[config.mk]
export PLATFORM = sky130hd
export DESIGN_NAME = layer_seq_flat
export DESIGN_NICKNAME = d
export VERILOG_FILES = /design/src/rtl/layer_seq_pkg.sv /design/src/rtl/layer_seq_if.sv /design/src/rtl/layer_seq_prog.sv /design/src/rtl/layer_seq.sv /design/src/flat_wrapper.sv
export SDC_FILE = /design/constraint.sdc
export NUM_CORES = 1
export LEC_CHECK = 0
export BUFFER_PORTS_ARGS = -buffer_cell sky130_fd_sc_hd__buf_2
export CORE_ASPECT_RATIO = 2
export CORE_MARGIN = 5
export CORE_UTILIZATION = 30
export DETAILED_ROUTE_END_ITERATION = 8
export GPL_TIMING_DRIVEN = 0
export PLACE_DENSITY = 0.43
export SKIP_LAST_GASP = 1
export SYNTH_ARGS = -nofsm -noshare
export SYNTH_HDL_FRONTEND = slang
export SYNTH_SLANG_ARGS = --single-unit
[constraint.sdc]
create_clock -name ck -period 3.2 [get_ports ck]
set_input_delay 0.48 -clock ck [delete_from_list [all_inputs] [get_ports ck]]
set_output_delay 0.48 -clock ck [all_outputs]
set_load 0.02 [all_outputs]
[src/rtl/layer_seq_pkg.sv]
// layer_seq shared types: scheduler states, program depth and layer opcodes.
// Imported by the interface, the program file and the sequencer top.
package layer_seq_pkg;

    localparam int MAX_LAYERS = 8;
    localparam int CLOG2ML    = $clog2(MAX_LAYERS);

    localparam logic [2:0] OP_CONV1 = 3'b000;
    localparam logic [2:0] OP_CONV2 = 3'b001;
    localparam logic [2:0] OP_FC    = 3'b100;

    typedef enum logic [2:0] {
        IDLE,
        CLR,
        SETUP,
        START,
        WAIT,
        NEXT,
        FIN
    } layer_seq_state_t;

endpackage

[src/rtl/layer_seq_if.sv]
// Bus between a controller and layer_seq: program port, launch and fsm link.
// o_err exists only when LAYER_SEQ_TMO_EN is defined.
interface layer_seq_if;
    import layer_seq_pkg::*;

    logic               i_prog_we;
    logic [CLOG2ML-1:0] i_prog_addr;
    logic [2:0]         i_prog_opcode;
    logic [CLOG2ML:0]   i_nb_layers;
    logic               i_go;
    logic               i_fsm_done;
    logic               o_fsm_start;
    logic               o_soft_rst;
    logic [2:0]         o_opcode;
    logic               o_bank_sel;
    logic [CLOG2ML-1:0] o_layer_idx;
    logic               o_busy;
    logic               o_done;
`ifdef LAYER_SEQ_TMO_EN
    logic               o_err;
`endif

    modport master (
        output i_prog_we, i_prog_addr, i_prog_opcode,
        output i_nb_layers, i_go, i_fsm_done,
        input  o_fsm_start, o_soft_rst, o_opcode, o_bank_sel,
        input  o_layer_idx, o_busy, o_done
`ifdef LAYER_SEQ_TMO_EN
        , input o_err
`endif
    );

    modport slave (
        input  i_prog_we, i_prog_addr, i_prog_opcode,
        input  i_nb_layers, i_go, i_fsm_done,
        output o_fsm_start, o_soft_rst, o_opcode, o_bank_sel,
        output o_layer_idx, o_busy, o_done
`ifdef LAYER_SEQ_TMO_EN
        , output o_err
`endif
    );

endinterface

[src/rtl/layer_seq_prog.sv]
// Layer opcode program: MAX_LAYERS x 3-bit registers, one write port,
// one combinational read port, cleared by the asynchronous reset.
module layer_seq_prog #(
    parameter int MAX_LAYERS = layer_seq_pkg::MAX_LAYERS,
    parameter int AW         = $clog2(MAX_LAYERS)
) (
    input  logic          ck,
    input  logic          rst,
    input  logic          we,
    input  logic [AW-1:0] waddr,
    input  logic [2:0]    wdata,
    input  logic [AW-1:0] raddr,
    output logic [2:0]    rdata
);

    logic [2:0] mem [MAX_LAYERS];

    always_ff @(posedge ck or posedge rst) begin
        if (rst) begin
            for (int i = 0; i < MAX_LAYERS; i++) begin
                mem[i] <= 3'b000;
            end
        end else if (we) begin
            mem[waddr] <= wdata;
        end
    end

    assign rdata = mem[raddr];

endmodule

[src/rtl/layer_seq.sv]
// Multi-layer scheduler driving the convolution fsm/cfg/dp trio.
// Optional watchdog with o_err: define LAYER_SEQ_TMO_EN.
module layer_seq #(
    parameter int MAX_LAYERS = layer_seq_pkg::MAX_LAYERS,
    parameter int SRST_CYC   = 2,
    parameter int SETUP_CYC  = 2
`ifdef LAYER_SEQ_TMO_EN
    , parameter int TMO_CYC  = 65536
`endif
) (
    input  logic        ck,
    input  logic        rst,
    layer_seq_if.slave  bus
);
    import layer_seq_pkg::*;

    localparam int AW   = $clog2(MAX_LAYERS);
    localparam int NW   = AW + 1;
    localparam int CMAX = (SRST_CYC > SETUP_CYC) ? SRST_CYC : SETUP_CYC;
    localparam int CW   = $clog2(CMAX + 1);

    layer_seq_state_t state;

    logic [CW-1:0] cnt;
    logic [AW-1:0] idx;
    logic [NW-1:0] nb;
    logic [NW-1:0] nb_in;
    logic [2:0]    opcode;
    logic [2:0]    rd_op;
    logic          bank;
    logic          start;
    logic          srst;
    logic          busy;
    logic          done;
    logic          done_q;
    logic          done_rise;
    logic          last;
    logic          prog_we;

`ifdef LAYER_SEQ_TMO_EN
    localparam int TW = $clog2(TMO_CYC + 1);
    logic [TW-1:0] wcnt;
    logic          err;
    logic          abort;
`endif

    assign nb_in = (bus.i_nb_layers > NW'(MAX_LAYERS))
                 ? NW'(MAX_LAYERS) : bus.i_nb_layers;

    assign prog_we   = bus.i_prog_we && (state == IDLE);
    assign done_rise = bus.i_fsm_done && !done_q;
    assign last      = ({1'b0, idx} == (nb - NW'(1)));

    layer_seq_prog #(
        .MAX_LAYERS (MAX_LAYERS),
        .AW         (AW)
    ) u_prog (
        .ck    (ck),
        .rst   (rst),
        .we    (prog_we),
        .waddr (bus.i_prog_addr),
        .wdata (bus.i_prog_opcode),
        .raddr (idx),
        .rdata (rd_op)
    );

    always_ff @(posedge ck or posedge rst) begin
        if (rst) begin
            state  <= IDLE;
            cnt    <= '0;
            idx    <= '0;
            nb     <= '0;
            opcode <= 3'b000;
            bank   <= 1'b0;
            start  <= 1'b0;
            srst   <= 1'b0;
            busy   <= 1'b0;
            done   <= 1'b0;
            done_q <= 1'b0;
`ifdef LAYER_SEQ_TMO_EN
            wcnt   <= '0;
            err    <= 1'b0;
            abort  <= 1'b0;
`endif
        end else begin
            done_q <= bus.i_fsm_done;
            start  <= 1'b0;
            done   <= 1'b0;
            unique case (state)
                IDLE: begin
                    if (bus.i_go) begin
                        nb   <= nb_in;
                        idx  <= '0;
                        bank <= 1'b0;
                        busy <= 1'b1;
                        cnt  <= '0;
`ifdef LAYER_SEQ_TMO_EN
                        err  <= 1'b0;
`endif
                        if (nb_in == '0) begin
                            state <= FIN;
                        end else begin
                            state <= CLR;
                            srst  <= 1'b1;
                        end
                    end
                end
                CLR: begin
                    if (cnt == CW'(SRST_CYC - 1)) begin
                        cnt    <= '0;
                        srst   <= 1'b0;
                        state  <= SETUP;
                        opcode <= rd_op;
`ifdef LAYER_SEQ_TMO_EN
                        // watchdog clear finished: back to IDLE, no done
                        if (abort) begin
                            abort  <= 1'b0;
                            busy   <= 1'b0;
                            state  <= IDLE;
                            opcode <= opcode;
                        end
`endif
                    end else begin
                        cnt <= cnt + CW'(1);
                    end
                end
                SETUP: begin
                    if (cnt == CW'(SETUP_CYC - 1)) begin
                        cnt   <= '0;
                        state <= START;
                    end else begin
                        cnt <= cnt + CW'(1);
                    end
                end
                START: begin
                    start <= 1'b1;
                    state <= WAIT;
`ifdef LAYER_SEQ_TMO_EN
                    wcnt  <= '0;
`endif
                end
                WAIT: begin
                    if (done_rise) begin
                        bank  <= ~bank;
                        state <= NEXT;
                    end
`ifdef LAYER_SEQ_TMO_EN
                    else if (wcnt == TW'(TMO_CYC - 1)) begin
                        err   <= 1'b1;
                        abort <= 1'b1;
                        srst  <= 1'b1;
                        cnt   <= '0;
                        state <= CLR;
                    end else begin
                        wcnt <= wcnt + TW'(1);
                    end
`endif
                end
                NEXT: begin
                    if (last) begin
                        state <= FIN;
                    end else begin
                        idx   <= idx + AW'(1);
                        srst  <= 1'b1;
                        state <= CLR;
                    end
                end
                FIN: begin
                    done  <= 1'b1;
                    busy  <= 1'b0;
                    state <= IDLE;
                end
                default: state <= IDLE;
            endcase
        end
    end

    assign bus.o_fsm_start = start;
    assign bus.o_soft_rst  = srst;
    assign bus.o_opcode    = opcode;
    assign bus.o_bank_sel  = bank;
    assign bus.o_layer_idx = idx;
    assign bus.o_busy      = busy;
    assign bus.o_done      = done;
`ifdef LAYER_SEQ_TMO_EN
    assign bus.o_err       = err;
`endif

endmodule

[src/flat_wrapper.sv]
// flat-port wrapper written by rule: the top's interface ports become plain ports
module layer_seq_flat import layer_seq_pkg::*;
#(
    parameter int MAX_LAYERS = layer_seq_pkg::MAX_LAYERS,
    parameter int SRST_CYC   = 2,
    parameter int SETUP_CYC  = 2

)
  (ck, rst, bus_i_prog_we, bus_i_prog_addr, bus_i_prog_opcode, bus_i_nb_layers, bus_i_go, bus_i_fsm_done, bus_o_fsm_start, bus_o_soft_rst, bus_o_opcode, bus_o_bank_sel, bus_o_layer_idx, bus_o_busy, bus_o_done);
  layer_seq_if bus_i ();
  input  logic ck;
  input  logic rst;
  input wire logic [$bits(bus_i.i_prog_we)-1:0] bus_i_prog_we;
  input wire logic [$bits(bus_i.i_prog_addr)-1:0] bus_i_prog_addr;
  input wire logic [$bits(bus_i.i_prog_opcode)-1:0] bus_i_prog_opcode;
  input wire logic [$bits(bus_i.i_nb_layers)-1:0] bus_i_nb_layers;
  input wire logic [$bits(bus_i.i_go)-1:0] bus_i_go;
  input wire logic [$bits(bus_i.i_fsm_done)-1:0] bus_i_fsm_done;
  output wire logic [$bits(bus_i.o_fsm_start)-1:0] bus_o_fsm_start;
  output wire logic [$bits(bus_i.o_soft_rst)-1:0] bus_o_soft_rst;
  output wire logic [$bits(bus_i.o_opcode)-1:0] bus_o_opcode;
  output wire logic [$bits(bus_i.o_bank_sel)-1:0] bus_o_bank_sel;
  output wire logic [$bits(bus_i.o_layer_idx)-1:0] bus_o_layer_idx;
  output wire logic [$bits(bus_i.o_busy)-1:0] bus_o_busy;
  output wire logic [$bits(bus_i.o_done)-1:0] bus_o_done;
  assign bus_i.i_prog_we = bus_i_prog_we;
  assign bus_i.i_prog_addr = bus_i_prog_addr;
  assign bus_i.i_prog_opcode = bus_i_prog_opcode;
  assign bus_i.i_nb_layers = bus_i_nb_layers;
  assign bus_i.i_go = bus_i_go;
  assign bus_i.i_fsm_done = bus_i_fsm_done;
  assign bus_o_fsm_start = bus_i.o_fsm_start;
  assign bus_o_soft_rst = bus_i.o_soft_rst;
  assign bus_o_opcode = bus_i.o_opcode;
  assign bus_o_bank_sel = bus_i.o_bank_sel;
  assign bus_o_layer_idx = bus_i.o_layer_idx;
  assign bus_o_busy = bus_i.o_busy;
  assign bus_o_done = bus_i.o_done;
  layer_seq #(.MAX_LAYERS(MAX_LAYERS), .SRST_CYC(SRST_CYC), .SETUP_CYC(SETUP_CYC)) u_core (.ck(ck), .rst(rst), .bus(bus_i));
endmodule
Word level (Yosys, flattened, before mapping)
Index checks and enable logic that the tools add are counted.
{ "word_totals": {"regBits": 45, "inputBits": 15, "word_cells": 95} }
{ "classes": {"n_addsub": 3, "n_lt_le_gt_ge": 4, "eq_ne": 14, "muxes": 32, "n_bitwise": 3, "reduce_logical": 20} }
{ "op_table": {"columns": ["op", "count"], "rows": [
  ["3-bit two-way mux", 11],
  ["24-bit bitwise mux", 1],
  ["3-bit case mux with 6 select lines", 1],
  ["3-bit binary-select mux with 3-bit select", 1],
  ["3-bit demux with 3-bit select", 1],
  ["3-bit == test (second input constant)", 3],
  ["1-bit two-way mux", 9],
  ["4-bit greater-or-equal comparator (second input constant)", 2],
  ["3-bit inverter with 4-bit output", 2],
  ["2-bit AND reduction", 4],
  ["2-bit nonzero test", 4],
  ["3-bit by 2-bit == test with 1-bit output (second input constant)", 2],
  ["2-bit by 1-bit != test with 1-bit output (second input constant)", 3],
  ["2-bit != test (second input constant)", 3],
  ["3-bit case mux with 2 select lines", 1],
  ["3-bit AND reduction", 2],
  ["5-bit AND reduction", 1],
  ["3-bit by 4-bit == test with 1-bit output", 1],
  ["4-bit > comparator (second input constant)", 1],
  ["4-bit zero test", 1],
  ["4-bit by 1-bit less-than comparator with 1-bit output (second input constant)", 1],
  ["2-bit two-way mux", 2],
  ["4-bit two-way mux", 1],
  ["1-bit case mux with 2 select lines", 2],
  ["other kinds (14)", 16]
]} }

Longest topological paths before layout
{ "logic_depth": {"word_depth": 6, "mapped_depth": 7, "depth_no_buf": 7} }

Hierarchy
A second synthesis with hierarchy kept.
{ "unflattened": {"cells_unflattened": 192, "hier_area_um2": 2354.8} }
{ "modules_own_cells": {"columns": ["module", "instances", "cells_each", "area_per_inst_um2", "seq_area_each_um2"], "rows": [
  ["layer_seq", 1, 124, 1181.1, 525.5],
  ["layer_seq_prog", 1, 68, 1173.6, 600.6]
]} }

Worst setup path before layout
OpenSTA, ideal clock, no wires.
{ "synth_timing": {"path_type": "flip-flop to flip-flop", "start": "register u_core.idx[2] (netlist: u_core.bus.o_layer_idx[2])", "end": "register u_core.srst (netlist: u_core.bus.o_soft_rst)", "setup_ns": 0.118, "arrival_time_ns": 2.011, "required_ns": 3.082, "setup_slack_ns": 1.071, "stages_incl_launch_ff": 7, "period_less_slack_ns": 2.129, "path_cell_list": "dfrtp_1 -> buf_6 -> xor2_1 -> or4_4 -> a311oi_4 -> a211oi_2 -> o2bb2a_4"} }
{ "synth_via": {"elab_chain_len": 3} }
{ "synth_lines": {"columns": ["item", "line_no", "rtl"], "rows": [
  ["start, declared", "layer_seq.sv:25", "logic [AW-1:0] idx;"],
  ["start signal, assigned", "layer_seq.sv:163", "idx <= idx + AW'(1);"],
  ["3-bit by 4-bit == test with 1-bit output", "layer_seq.sv:52", "assign last = ({1'b0, idx} == (nb - NW'(1)));"],
  ["2-bit != test (no line)", null, null],
  ["5-bit AND reduction (no line)", null, null],
  ["end signal, assigned", "layer_seq.sv:76", "srst <= 1'b0;"],
  ["end signal, assigned", "layer_seq.sv:104", "srst <= 1'b1;"],
  ["end signal, assigned", "layer_seq.sv:111", "srst <= 1'b0;"],
  ["end, declared", "layer_seq.sv:32", "logic srst;"]
]} }
No other way between the ends.
A chain may end at the register's enable or synchronous reset.

Worst setup path after layout
{ "layout_timing": {"start": "register u_core.nb[0]", "end": "register u_core.state[0]"} }
{ "layout_via": {"elab_chain_len": 4} }
{ "layout_lines": {"columns": ["item", "line_no", "rtl"], "rows": [
  ["start, declared", "layer_seq.sv:26", "logic [NW-1:0] nb;"],
  ["start signal, assigned", "layer_seq.sv:92", "nb <= nb_in;"],
  ["4-bit by 1-bit subtractor with 4-bit output", "layer_seq.sv:52", null],
  ["3-bit by 4-bit == test with 1-bit output", "layer_seq.sv:52", null],
  ["3-bit two-way mux", "layer_seq.sv:160", "if (last) begin"],
  ["3-bit case mux with 6 select lines", "layer_seq.sv:89", "unique case (state)"],
  ["end signal, assigned", "layer_seq.sv:161", "state <= FIN;"],
  ["end signal, assigned", "layer_seq.sv:165", "state <= CLR;"],
  ["end signal, assigned", "layer_seq.sv:171", "state <= IDLE;"],
  ["end, declared", "layer_seq.sv:22", "layer_seq_state_t state;"]
]} }
No other way between the ends.

==> results.toml <==
[status]
status = "finished, final reports clean"

[clock_network]
cts_resized = 0
clkSinkCount = 45
clk_transition_reported_paths_ns = 0.06
cts_buffers = 5
postCtsHoldBufs = 0
cts_setup_buffers = 0
clockBufferDepth = 2
clk_latency_ns = 0.29
cts_tree = "done"
cts_root_buffer = "clkbuf_16"
htree_levels = 2

[sta]
finalHoldViolations = 0
rsz0062_at_grt = "false"
fin_skew_ns = 0.00303
slew_headroom_pct = 49.1
setup_viol_count_final = 0
setup_slack_ns = 0.873
timing.fmax_ghz = 0.430
final.setup.tns_ns = 0
finalCritPeriodShare_pct = 72.7
slew_viol_final = 0
post-route-min-period_ns = 2.33
tightest_slew_ns = 0.757

[finish]
layout_commonest_cell = "dfrtp_1"
fin_nets = 237
final_cell_mix = "dfrtp_1, buf_2, mux2_2"
postLayoutCoreUtil_pct = 35.7
diodes = 0
layout-drive-gt1-share_pct = 35.7
area_delta_synth_final_pct = 18.1

[placement]
dp_hpwl_um = 3620
io_buffers = 25
dpl_worst_slack_ns = 0.856
globalplace.congestion = 0.711

[yosys]
yosys.area.top_type = "dfrtp_1"
syn_area_mm2 = 0.00226
synth_edf_count = 0
yosysWarnings = 0
synth_fp_nets = 204
ys_ff_latch = 45
synthCells = 187
yosysSeqAreaShare_pct = 49.8
ys_async_sr_fraction_pct = 100
synth_top_cell_area_share_pct = 49.8
synth.avg_cell_area_um2 = 12.1
synth_area_leaders = "dfrtp_1, mux2_2, mux4_2, mux2i_1, o21ai_0"
ys.flop_type = "dfrtp_1"
ys_types = 42

[setup_path]
worstPathMaxFanout = 6
worstSetupStartpointType = "register"
critPathCaptureType = "register"
critical_path_required_ns = 3.37
worstSetupPathType = "register to register"
arrival_ns = 2.50

[drt]
routed_wl_um = 4750
drc = 0
final_antenna_net_count = 0
drtPass1Iterations = 4
wl_per_cell_um = 15.1
vias = 1544
dr.first_iter.drc_count = 62
routed_via_density = 4.90

[floorplanning]
start_util_pct = 30.2
core_mm2 = 0.00749
num_io_pins = 26
die_h_um = 133
die_w_um = 71.4
die-area_mm2 = 0.00949
rows = 45

[global_route]
grt_pass1_vias = 1641
grt.overflow.total = 0
grt_pass1_wl_um = 7940
grt_use_total_pct = 10.5
grt_start_max_net_pins = 37
antenna_found_initial = 0

[pwr]
power_uw = 2460
irDropWorstVdd_mv = 0.455
power_density_mw_per_mm2 = 920
p_leak_uw = 0.00116

[job]
drv_cap = 0

[hold_path]
hp-class = "input port to async pin"
==> through the flow <==
stage | cells | area (µm²) | hold slack [ns]
3_5_place_dp | 307 | 2530 | 0.419
5_1_grt | 315 | 2670 | 0.121
3_3_place_gp | 306 | 2510 | 0.455
2_1_floorplan | 187 | 2260 | 0.472
6_report | 315 | 2670 | 0.107
4_1_cts | 315 | 2670 | 0.110
==> layout make-up <==
cell class | count | area, µm²
Buffer | 8 | 47.5
Clock buffer | 5 | 125
Clock inverter | 3 | 21.3
Fill cell | 782 | 4820
Inverter | 6 | 22.5
Multi-Input combinational cell | 128 | 1070
Sequential cell | 45 | 1130
Tap cell | 94 | 118
Timing Repair Buffer | 26 | 145
==> synthesized netlist by cell type, drive strengths merged (4+ instances only) <==
library cell,number
dfrtp,45
mux2,25
nand2,12
nor2,11
o21ai,10
buf,7
nand2b,7
inv,6
mux4,6
nand3,6
mux2i,5
nor2b,4
nor3b,4
==> sequential cells by signal, summed over array words and instances, names as in the netlist <==
register	cells
u_core.done_q	1
u_core.bus.o_opcode	3
u_core.bus.o_bank_sel	1
u_core.bus.o_layer_idx	3
u_core.bus.o_soft_rst	1
u_core.u_prog.mem	24
u_core.cnt	2
u_core.nb	4
u_core.state	3
u_core.bus.o_done	1
u_core.bus.o_busy	1
u_core.bus.o_fsm_start	1
==> worst paths after layout <==
kind	startpoint	to	slack, ns	depth (start not counted)
setup / recovery	u_core.nb[0]$_DFFE_PP0P_	u_core.state[0]$_DFFE_PP0P_	0.87	7
max in group asynchronous	rst	u_core.u_prog.mem[22]$_DFFE_PP0P_	2.63	3
min in group ck	bus_i_fsm_done	u_core.done_q$_DFF_PP0_	0.31	1
hold / removal	rst	u_core.state[1]$_DFFE_PP0P_	0.11	2
setup reg to reg	u_core.nb[0]$_DFFE_PP0P_	u_core.state[0]$_DFFE_PP0P_	0.87	7
hold reg to reg	u_core.bus.o_opcode[0]$_DFFE_PP0P_	u_core.bus.o_opcode[0]$_DFFE_PP0P_	0.47	2
==> power breakdown <==
part	total, µW	switching, µW	internal (µW)	leakage [µW]
combinational	992	500	492	0.000521
sequential	952	143	809	0.000565
clock	515	225	291	0.0000702
total	2460	868	1590	0.00116
==> cells by family after synthesis <==
family,Yosys count,share of synthesized area (%)
AND/OR/NAND/NOR,59,14.5
flip-flops,45,49.8
multiplexers,36,20.6
AO/OA/AOI/OAI,28,9.73
buffers and inverters,14,3.10
XOR/XNOR,3,1.16
adder cells (fa/ha/maj),2,1.11
==> layer usage <==
metal | GRT usage, % | wire [µm] | vias up
met5 | 0 | 0 | -
met4 | 4.39 | 95 | 0
met3 | 1.98 | 139 | 7
met2 | 17.2 | 2400 | 24
met1 | 13.4 | 2110 | 773
li1 | - | - | 740
==> worst max-delay path: stages (launching register included) <==
cell      delay (ns)
dfrtp_1         0.41
inv_1           0.07
ha_1            0.21
xor2_1          0.17
or4_4           0.50
a311oi_4        0.48
nor2_2          0.12
a211o_1         0.25
(Power assumes the default switching activity.)
